## src/rtl/keypad_scan_ctrl.sv

```systemverilog
// rtl/keypad_scan_ctrl.sv - 4x4 matrix keypad scanner with press/release debounce; optional auto-repeat under KEYPAD_REPEAT_EN
module keypad_scan_ctrl #(
    parameter int SCAN_DIV     = 1000,
    parameter int DEBOUNCE_CNT = 8,
    parameter int REPEAT_DLY   = 64,
    parameter int REPEAT_RATE  = 16
) (
    input  logic       clk,
    input  logic       rstn,
    input  logic [3:0] row_i,
    output logic [3:0] col_o,
    output logic       key_pluse_o,
    output logic [3:0] key_code_o,
    output logic       key_valid_o
);

    localparam int SLOT_W = (SCAN_DIV > 2) ? $clog2(SCAN_DIV) : 1;
    localparam int DEB_W  = $clog2(DEBOUNCE_CNT + 1);

    localparam logic [SLOT_W-1:0] SLOT_LAST = SLOT_W'(SCAN_DIV - 1);
    localparam logic [DEB_W-1:0]  DEB_DONE  = DEB_W'(DEBOUNCE_CNT);
    localparam logic [DEB_W-1:0]  DEB_ONE   = DEB_W'(1);

    localparam logic [1:0] ST_SCAN     = 2'd0;
    localparam logic [1:0] ST_DEBOUNCE = 2'd1;
    localparam logic [1:0] ST_HOLD     = 2'd2;
    localparam logic [1:0] ST_RELEASE  = 2'd3;

    logic [3:0]        sync1_q, sync1_d;
    logic [3:0]        sync2_q, sync2_d;
    logic [SLOT_W-1:0] slot_cnt_q, slot_cnt_d;
    logic [1:0]        col_idx_q, col_idx_d;
    logic [1:0]        state_q, state_d;
    logic [1:0]        cand_row_q, cand_row_d;
    logic [1:0]        cand_col_q, cand_col_d;
    logic [DEB_W-1:0]  deb_cnt_q, deb_cnt_d;
    logic [3:0]        key_code_q, key_code_d;
    logic              pulse_q, pulse_d;
    logic              valid_q, valid_d;

    logic [3:0]        rows_s;
    logic              tick;
    logic [1:0]        sel_row;
    logic              cand_bit;
    logic [DEB_W-1:0]  deb_inc;
    logic              accept;
    logic              rep_fire;

    assign rows_s   = sync2_q;
    assign tick     = (slot_cnt_q == SLOT_LAST);
    assign cand_bit = rows_s[cand_row_q];
    assign deb_inc  = deb_cnt_q + DEB_ONE;

    assign col_o       = ~(4'b0001 << col_idx_q);
    assign key_pluse_o = pulse_q;
    assign key_code_o  = key_code_q;
    assign key_valid_o = valid_q;

    // Two-flop synchroniser for the asynchronous row lines.
    always_comb begin
        sync1_d = row_i;
        sync2_d = sync1_q;
    end

    // Slot counter: tick marks the last cycle of each column slot.
    always_comb begin
        slot_cnt_d = tick ? '0 : slot_cnt_q + SLOT_W'(1);
    end

    // Lowest-numbered low row wins when several rows are pulled down.
    always_comb begin
        sel_row = 2'd0;
        for (int i = 3; i >= 0; i--) begin
            if (!rows_s[i]) begin
                sel_row = i[1:0];
            end
        end
    end

    // Scan/debounce state machine; every decision is taken on tick only.
    always_comb begin
        state_d    = state_q;
        col_idx_d  = col_idx_q;
        cand_row_d = cand_row_q;
        cand_col_d = cand_col_q;
        deb_cnt_d  = deb_cnt_q;
        key_code_d = key_code_q;
        valid_d    = valid_q;
        accept     = 1'b0;
        if (tick) begin
            case (state_q)
                ST_SCAN: begin
                    if (rows_s != 4'hF) begin
                        cand_row_d = sel_row;
                        cand_col_d = col_idx_q;
                        deb_cnt_d  = DEB_ONE;
                        state_d    = ST_DEBOUNCE;
                    end else begin
                        col_idx_d = col_idx_q + 2'd1;
                    end
                end
                ST_DEBOUNCE: begin
                    if (!cand_bit) begin
                        if (deb_inc == DEB_DONE) begin
                            accept     = 1'b1;
                            key_code_d = {cand_row_q, cand_col_q};
                            valid_d    = 1'b1;
                            deb_cnt_d  = '0;
                            state_d    = ST_HOLD;
                        end else begin
                            deb_cnt_d = deb_inc;
                        end
                    end else begin
                        // Bounce before acceptance: drop the candidate and keep scanning.
                        deb_cnt_d = '0;
                        state_d   = ST_SCAN;
                        col_idx_d = col_idx_q + 2'd1;
                    end
                end
                ST_HOLD: begin
                    if (cand_bit) begin
                        deb_cnt_d = DEB_ONE;
                        state_d   = ST_RELEASE;
                    end
                end
                ST_RELEASE: begin
                    if (cand_bit) begin
                        if (deb_inc == DEB_DONE) begin
                            valid_d   = 1'b0;
                            deb_cnt_d = '0;
                            state_d   = ST_SCAN;
                        end else begin
                            deb_cnt_d = deb_inc;
                        end
                    end else begin
                        // Release bounce: back to holding, no new pulse.
                        deb_cnt_d = '0;
                        state_d   = ST_HOLD;
                    end
                end
                default: begin
                    state_d = ST_SCAN;
                end
            endcase
        end
    end

    // Pulse is registered, so it appears the cycle after the deciding tick.
    always_comb begin
        pulse_d = accept | rep_fire;
    end

`ifdef KEYPAD_REPEAT_EN
    localparam int REP_W = $clog2(REPEAT_DLY + 1);
    localparam logic [REP_W-1:0] REP_FIRST  = REP_W'(REPEAT_DLY);
    // Requires REPEAT_RATE <= REPEAT_DLY: after a repeat the counter restarts
    // REPEAT_RATE ticks short of REP_FIRST.
    localparam logic [REP_W-1:0] REP_RELOAD = REP_W'(REPEAT_DLY - REPEAT_RATE);

    logic [REP_W-1:0] rep_cnt_q, rep_cnt_d, rep_inc;

    assign rep_inc = rep_cnt_q + REP_W'(1);

    // Count held ticks; cleared only once the key is fully released back to SCAN.
    always_comb begin
        rep_cnt_d = rep_cnt_q;
        rep_fire  = 1'b0;
        if (state_q == ST_SCAN) begin
            rep_cnt_d = '0;
        end else if (tick && (state_q == ST_HOLD) && !cand_bit) begin
            if (rep_inc == REP_FIRST) begin
                rep_fire  = 1'b1;
                rep_cnt_d = REP_RELOAD;
            end else begin
                rep_cnt_d = rep_inc;
            end
        end
    end

    // Repeat counter register.
    always_ff @(posedge clk or negedge rstn) begin
        if (!rstn) begin
            rep_cnt_q <= '0;
        end else begin
            rep_cnt_q <= rep_cnt_d;
        end
    end
`else
    logic [31:0] repeat_cfg_unused;

    assign rep_fire          = 1'b0;
    assign repeat_cfg_unused = 32'(REPEAT_DLY + REPEAT_RATE);
`endif

    // State registers, all cleared by the asynchronous reset.
    always_ff @(posedge clk or negedge rstn) begin
        if (!rstn) begin
            sync1_q    <= 4'hF;
            sync2_q    <= 4'hF;
            slot_cnt_q <= '0;
            col_idx_q  <= 2'd0;
            state_q    <= ST_SCAN;
            cand_row_q <= 2'd0;
            cand_col_q <= 2'd0;
            deb_cnt_q  <= '0;
            key_code_q <= 4'd0;
            pulse_q    <= 1'b0;
            valid_q    <= 1'b0;
        end else begin
            sync1_q    <= sync1_d;
            sync2_q    <= sync2_d;
            slot_cnt_q <= slot_cnt_d;
            col_idx_q  <= col_idx_d;
            state_q    <= state_d;
            cand_row_q <= cand_row_d;
            cand_col_q <= cand_col_d;
            deb_cnt_q  <= deb_cnt_d;
            key_code_q <= key_code_d;
            pulse_q    <= pulse_d;
            valid_q    <= valid_d;
        end
    end

endmodule
```

## config.mk

```make
export PLATFORM = sky130hd
export DESIGN_NAME = keypad_scan_ctrl
export DESIGN_NICKNAME = d
export VERILOG_FILES = /design/src/rtl/keypad_scan_ctrl.sv
export SDC_FILE = /design/constraint.sdc
export NUM_CORES = 1
export LEC_CHECK = 0
export CELL_PAD_IN_SITES_DETAIL_PLACEMENT = 1
export CELL_PAD_IN_SITES_GLOBAL_PLACEMENT = 1
export CORE_AREA = 2 2 74 76
export CTS_BUF_LIST = sky130_fd_sc_hd__clkbuf_4 sky130_fd_sc_hd__clkbuf_8 sky130_fd_sc_hd__clkbuf_16
export DETAILED_ROUTE_END_ITERATION = 8
export DIE_AREA = 0 0 76 78
export PLACE_DENSITY_LB_ADDON = 0.2
export REMOVE_ABC_BUFFERS = 1
export SLEW_MARGIN = 20
export SYNTH_ARGS = -nofsm -noshare
export SYNTH_HDL_FRONTEND = slang
export SYNTH_SLANG_ARGS = --single-unit
```

## constraint.sdc

```tcl
create_clock -name clk -period 1.9 [get_ports clk]
set_input_delay 0.475 -clock clk [delete_from_list [all_inputs] [get_ports clk]]
set_output_delay 0.475 -clock clk [all_outputs]
set_load 0.02 [all_outputs]
```

# Word level (Yosys, flattened, before mapping)

Index checks and enable logic that the tools add are counted.

Bits in registers: 36
Input bits: 6
Output and inout port bits: 10
Word-level logic and storage cells: 75

Add/subtract/negate cells: 3
Magnitude comparators: 1
Equal/unequal tests: 16
Shift-type cells: 1
Muxes and demuxes: 32
Bitwise gates (word level): 2
Reductions and logical operators: 9

Operators by type and width:

| kind                    | number |
|---|---|
| $mux W2                 | 12 |
| $mux W4                 | 5 |
| $ne A2 B2 Y1 const B    | 8 |
| $pmux W4 S4             | 1 |
| $add A10 B1 Y10 const B | 1 |
| $eq A10 B10 Y1 const B  | 1 |
| $mux W10                | 1 |
| $mux W1                 | 9 |
| $pmux W2 S4             | 1 |
| $reduce_and A4 Y1       | 2 |
| $ne A3 B3 Y1 const B    | 2 |
| $reduce_and A3 Y1       | 2 |
| $reduce_and A6 Y1       | 1 |
| $reduce_and A5 Y1       | 1 |
| $add A4 B1 Y4 const B   | 1 |
| $eq A2 B2 Y1 const B    | 2 |
| $eq A4 B4 Y1 const B    | 1 |
| $ne A4 B4 Y1 const B    | 1 |
| $not A4 Y4              | 1 |
| $pmux W2 S2             | 1 |
| $reduce_bool A2 Y1      | 2 |
| $shl A1 B2 Y4 const A   | 1 |
| $lt A2 B3 Y1 const B    | 1 |
| $add A2 B1 Y2 const B   | 1 |
| 5 further kinds         | 5 |

# Logic depth before layout (Yosys ltp)

Gate-level depths: netlist (run 1).

Word-level depth: 6
Depth in mapped cells: 6

# Worst setup path after synthesis (run 1)

Ideal clock, no wire load.

Path type: reg-to-reg
From: reg slot_cnt_q[0]
To: reg cand_col_q[0]
Data arrival time: 1896 ps
Data required time: 1775 ps
Slack: -120 ps
Cell stages (with the launch flop): 7
Clock period less this slack: 2020 ps
Path through: dfrtp_1 ha_1 nand4b_4 or3_1 buf_6 nor4_4 mux2_2

Longest elaborated chain between the ends: 2

RTL lines:

| element                            | line | RTL |
|---|---|---|
| from (decl)                        | 31   | `logic [SLOT_W-1:0] slot_cnt_q, slot_cnt_d;` |
| from (signal assigned)             | 212  | `slot_cnt_q <= slot_cnt_d;` |
| $eq A10 B10 Y1                     | 50   | `assign tick = (slot_cnt_q == SLOT_LAST);` |
| $reduce_and A3 Y1 (no source line) | -    |  |
| to (signal assigned)               | 216  | `cand_col_q <= cand_col_d;` |
| to (decl)                          | 35   | `logic [1:0] cand_col_q, cand_col_d;` |

Every way passes these cells.
A chain may end at the register's enable or synchronous reset.

# Worst setup path after layout (run 1)

Same ends and word-level chain as after synthesis.

==> results_dict.tcl, run 1 <==
set metrics [dict create \
    status "finished, final reports clean" \
    cts_hold_buffers 0 \
    grt_pass1_vias 1393 \
    drv_cap 0 \
    synth_cell_types 46 \
    track_usage_pct 14.5 \
    worstSetupPathType "reg2reg" \
    grt_antenna_before_repair 0 \
    synth_edf_count 0 \
    p_per_area_nw_per_um2 645 \
    p_leak_nw 1.14 \
    drive_above_1_share_pct 37.2 \
    clk_pin_slew_worst_paths_ns 0.06 \
    endpoint_kind "flop" \
    vias 1301 \
    ys_top_cells_by_area "dfrtp_1 (40%), dfstp_2 (12%), mux2_2 (5.8%)" \
    cts_sinks 36 \
    ys_seq_area_share_pct 51.7 \
    rows 26 \
    numCtsBuffers 5 \
    gp_congestion 0.791 \
    drv_slew 0 \
    ys_seq_elements 36 \
    cp_max_fo 4 \
    n_fill_cell 531 \
    cts_root_buffer "clkbuf_8" \
    viasPerCell 4.84 \
    htreeDepth 2 \
    use_met3_pct 2.67 \
    worstSkewPairLatency_ns 0.29 \
    max_slew_margin_pct 70.6 \
    layout_setup_ws_ns 0.0725 \
    yosysTopAreaCellShare_pct 39.8 \
    routed_wl_mm 3.93 \
    worstMarginPinSlew_ns 0.441 \
    route.detailed.drc 0 \
    post-route-util_pct 47.9 \
    required_ns 2.06 \
    setup-violations-final 0 \
    netlist_area_um2 1760 \
    grt_setup_unrepaired "yes" \
    r2r_slack_ns 0.07 \
    clockBufferDepth 2 \
    min_path_type "reg2reg" \
    yosys_warnings 0 \
    wire_per_inst_um 14.6 \
    yosys.area.top_type "dfrtp_1" \
    tritoncts "yes" \
    grtUsageMet1_pct 17.4 \
    grt_max_degree 37 \
    start_util_pct 34.9 \
    fin_hold_ws_ns 0.357 \
    portBuffers 15 \
    drtAntennaViolNets 0 \
    die_h_um 78 \
    place_ws_ns -0.113 \
    pin_count 16 \
    die_w_um 76 \
    cp.arrival_ns 1.99 \
    finalCritPeriodShare_pct 96.2 \
    fmax_mhz 547 \
    cp-start-kind "flop" \
    avgSynthCellArea_um2 11.6 \
    core_area_um2 5040 \
    fin_nets 211 \
    syn_inst 152 \
    grt_first_pass_wirelength_mm 6.69 \
    dr.pass1.iters 4 \
    gr-usage-met2_pct 25.5 \
    area_growth_pct 37.3 \
    min_period_ns 1.83 \
    antenna_cells 0 \
    hold_viol_final 0 \
    drt_iter0_markers 32 \
    peakVddDrop_v 0.000520 \
    synthArstFlopShare_pct 100 \
    post-dp-hpwl_mm 2.87 \
    skew_ns 0.0127 \
    grt.busiest_layer "met2" \
    grt-ovfl-total 0 \
    dieArea_um2 5930 \
    yosys_most_used_dff "dfrtp_1" \
]
[cell type report]
type                    count  area (um2)  area share (%)
clock inverters             1        30.0            1.24
multi-input cells         100         862            35.7
inverters                  10        37.5            1.55
repair buffers             45         392            16.2
well taps                  70        87.6            3.62
clock buffers               7        96.3            3.99
flip-flops and latches     36         912            37.7
[kinds of logic after synthesis]
group,share of synthesized area (%)
and+or+nand+nor,14.8
AOI/OAI and AO/OA,12.4
xor gates and xnor gates,4.48
muxes,7.60
DFF,51.7
buffers and inverters,3.98
adders and majority gates,4.97
[power breakdown]
group	leakage [nW]	switching, mW	total [mW]	internal, mW
registers	0.459	0.00514	0.787	0.782
logic	0.612	0.0257	0.0467	0.0211
clock network	0.0645	0.263	0.726	0.463
[path summary, 6_finish.rpt]
kind | startpoint | to | cells after the start
setup / recovery | slot_cnt_q[0] | cand_col_q[0] | 6
hold / removal | sync1_q[3] | rows_s[3] | 0
setup reg to reg | slot_cnt_q[0] | cand_col_q[0] | 6
hold reg to reg | sync1_q[3] | rows_s[3] | 0
max in group asynchronous | rstn | sync1_q[3] | 2
min in group asynchronous | rstn | deb_cnt_q[2] | 2
[through the flow]
stage,TNS (ns),area (um2),power (mW),std cells
after floorplan,-4.07,1730,0.811,146
after global placement,-0.179,2140,0.847,253
after detailed placement,-0.866,2140,0.848,253
after CTS,-0.150,2320,1.59,265
after global routing,-0.0206,2420,1.63,269
final,0,2420,1.56,269
[sequential cells by signal, summed over array words and instances (netlist names), named ones only]
name / count
deb_cnt_q: 4
key_pluse_o: 1
slot_cnt_q: 10
sync1_q: 4
cand_row_q: 2
key_valid_o: 1
col_idx_q: 2
state_q: 1
key_code_o: 4
cand_col_q: 2
rows_s: 4
[placed cells by master (no fill, tap or decap), types with 3 or more instances in the layout]
master,synthesis,routed
buf_4,0,27
clkbuf_8,0,7
clkdlybuf4s50_1,0,11
dfrtp_1,28,27
dfstp_2,8,8
dlygate4sd2_1,0,3
ha_1,7,5
inv_1,10,10
mux2_2,9,6
mux2_4,0,3
nand2_1,5,5
nand3_1,8,7
nor2_1,12,11
nor3_1,5,3
o31ai_1,8,8
xnor2_1,6,6
xor2_1,3,3
[synthesized netlist by cell type, drive strengths merged (3+ instances only)]
library cell / count
dfrtp: 28
nor2: 12
inv: 10
mux2: 9
dfstp: 8
nand3: 8
o31ai: 8
ha: 7
xnor2: 6
nand2: 5
nor3: 5
buf: 3
clkbuf: 3
xor2: 3
[worst max-delay path, stage by stage, from the launching register on]
cell,delay [ns]
dfrtp_1,0.40
ha_4,0.17
nand4b_4,0.11
or3_4,0.42
nor4_4,0.13
buf_4,0.19
mux2_4,0.30
[routing by layer]
| layer | up-vias | wire length (um) | share of wire [%] |
|---|---|---|---|
| li1 | 633 | - | - |
| met1 | 654 | 1780 | 45 |
| met2 | 12 | 2050 | 52 |
| met3 | 2 | 77 | 2.0 |
| met4 | 0 | 26 | 0.66 |
| met5 | - | 0 | 0 |
[repair_timing]
| item | in CTS | in global routing |
|---|---|---|
| setup buffers | 4 | 4 |
| resized for setup | 9 | 15 |
| cloned | 0 | 0 |
| pin swaps | 2 | 3 |
| setup endpoints to repair | 12 | 12 |
Note: power is estimated with default switching activity, not from simulation.
==> inputs of run 2 (changes only) <==
--- a/config.mk
+++ b/config.mk
@@ -5,6 +5,7 @@
 export SDC_FILE = /design/constraint.sdc
 export NUM_CORES = 1
 export LEC_CHECK = 0
+export ABC_CLOCK_PERIOD_IN_PS = 1900
 export CELL_PAD_IN_SITES_DETAIL_PLACEMENT = 1
 export CELL_PAD_IN_SITES_GLOBAL_PLACEMENT = 1
 export CORE_AREA = 2 2 74 76
==> results of run 2 <==
Final layout, timing and power as in run 1 (identical DEF).
==> inputs of run 3 (changes only) <==
--- a/config.mk
+++ b/config.mk
@@ -12,8 +12,8 @@
 export CTS_BUF_LIST = sky130_fd_sc_hd__clkbuf_4 sky130_fd_sc_hd__clkbuf_8 sky130_fd_sc_hd__clkbuf_16
 export DETAILED_ROUTE_END_ITERATION = 8
 export DIE_AREA = 0 0 76 78
+export GPL_ROUTABILITY_DRIVEN = 0
 export PLACE_DENSITY_LB_ADDON = 0.2
-export REMOVE_ABC_BUFFERS = 1
 export SLEW_MARGIN = 20
 export SYNTH_ARGS = -nofsm -noshare
 export SYNTH_HDL_FRONTEND = slang
==> run 3 against run 2 <==
Clock power is 21% lower. Worst setup slack better by 0.014 ns. Highest routed layer unchanged. Combinational power hardly changed. Largest cell class unchanged. Sequential share of layout area is 1.5 points higher. Register-to-register slack hardly changed. Hold slack worse by 0.0059 ns.
==> results_dict.tcl, run 3 (synthesized netlist as in run 1, its figures left out) <==
set metrics [dict create \
    status "finished, final reports clean" \
    grt_max_degree 37 \
    area_growth_pct 31.9 \
    pin_count 16 \
    wl_met2_mm 2.01 \
    die_w_um 76 \
    cts_sinks 36 \
    grt_antenna_before_repair 0 \
    endpoint_kind "flop" \
    dr_wl_met3_um 132 \
    finalCritPeriodShare_pct 95.5 \
    grt_pass1_vias 1375 \
    worstSetupPathType "reg2reg" \
    synth_fp_nets 165 \
    tritoncts "yes" \
    drive_above_1_share_pct 33.9 \
    top_register "slot_cnt_q" \
    antenna_cells 0 \
    htreeDepth 2 \
    worstSkewPairLatency_ns 0.29 \
    start_util_pct 34.9 \
    cp.arrival_ns 1.98 \
    p_per_area_nw_per_um2 607 \
    cts_hold_buffers 0 \
    finalPower_mw 1.41 \
    fin_nets 204 \
    track_usage_pct 14.6 \
    peakVddDrop_v 0.000336 \
    dieArea_um2 5930 \
    cp_max_fo 4 \
    drv_cap 0 \
    min_period_ns 1.81 \
    grt_first_pass_wirelength_mm 6.73 \
    dr.pass1.iters 4 \
    numCtsBuffers 5 \
    post-dp-hpwl_mm 2.85 \
    min_path_type "reg2reg" \
    clk_pin_slew_worst_paths_ns 0.07 \
    rows 26 \
    max_slew_margin_pct 68.4 \
    worstMarginPinSlew_ns 0.474 \
    die_h_um 78 \
    route.detailed.drc 0 \
    mostFrequentLayoutCells "dfrtp_1 (27), buf_4 (21), nor2_1 (12)" \
    drt-met1-wl_mm 1.80 \
    drtAntennaViolNets 0 \
    final_common_cell "dfrtp_1" \
    skew_ns 0.00616 \
    drv_slew 0 \
    finalInstanceArea_um2 2320 \
    cp-start-kind "flop" \
    grt-ovfl-total 0 \
    fmax_mhz 551 \
    setup-violations-final 0 \
    clockBufferDepth 2 \
    startpoint "slot_cnt_q[1]" \
    wire_per_inst_um 15.3 \
    p_leak_nw 1.08 \
    dr.max_layer_used "met4" \
    cts_root_buffer "clkbuf_8" \
    largest_reg_flops 10 \
    drt_iter0_markers 50 \
    routed_wl_mm 4.00 \
    hold_viol_final 0 \
    viasPerCell 4.88 \
    vias 1278 \
    hp-start "sync1_q[1]" \
    reg2reg_from "slot_cnt_q[1]" \
    core_area_um2 5040 \
    portBuffers 15 \
    required_ns 2.07 \
    postPlaceCellArea_um2 2080 \
]
run 3: final timing paths:
| check | cells after the start | slack (ns) | to |
|---|---|---|---|
| worst max-delay path | 6 | 0.09 | cand_row_q[0] |
| min in group asynchronous | 2 | 0.61 | key_pluse_o |
| worst min register to register | 0 | 0.35 | rows_s[1] |
| worst max register to register | 6 | 0.09 | cand_row_q[0] |
| max in group asynchronous | 2 | 0.95 | rows_s[3] |
| worst min-delay path | 0 | 0.35 | rows_s[1] |
run 3: metal layers:
metal | vias to the layer above | GRT usage [%]
met4 | 0 | 6.18
met5 | - | 0
li1 | 620 | -
met2 | 19 | 24.6
met1 | 635 | 17.9
met3 | 4 | 3.60
run 3: repair_timing:
item,in CTS,in global routing
pin swaps,3,3
gates cloned,0,0
gates resized for setup,9,12
endpoints found under the setup margin,8,18
setup buffers,4,5
run 3: cell type report:
class | count | area [um2]
fillers | 551 | 2720
well taps | 70 | 87.6
inverters | 10 | 37.5
repair buffers | 38 | 328
multi-input cells | 100 | 860
clock inverters | 1 | 7.51
flip-flops and latches | 36 | 912
clock buffers | 7 | 90.1
run 3: critical path: stages, from the launching register on:
cell and delay [ns]:
dfrtp_1 0.39, ha_4 0.17, nand4b_4 0.11, or3_4 0.40, nor4_4 0.15, buf_6 0.17
mux2_4 0.30
run 3: power breakdown:
| group | internal (mW) | leakage, nW | switching, mW | total (mW) |
|---|---|---|---|---|
| logic | 0.0213 | 0.571 | 0.0257 | 0.0470 |
| clock network | 0.309 | 0.0479 | 0.269 | 0.577 |
| registers | 0.782 | 0.459 | 0.00455 | 0.786 |
| total | 1.11 | 1.08 | 0.299 | 1.41 |
run 3: per-stage QoR:
step,setup TNS [ns],worst slack [ns],std cells,utilization (%),hold WS (ns)
final,0,0.0860,262,46.1,0.351
after global routing,-0.00348,-0.00348,262,46.1,0.359
after CTS,-0.244,-0.0723,257,44.2,0.356
after detailed placement,-0.232,-0.0801,245,41.3,0.349
after global placement,0,0.0134,245,41.3,0.346
after floorplan,0,0.0117,152,-,0.179
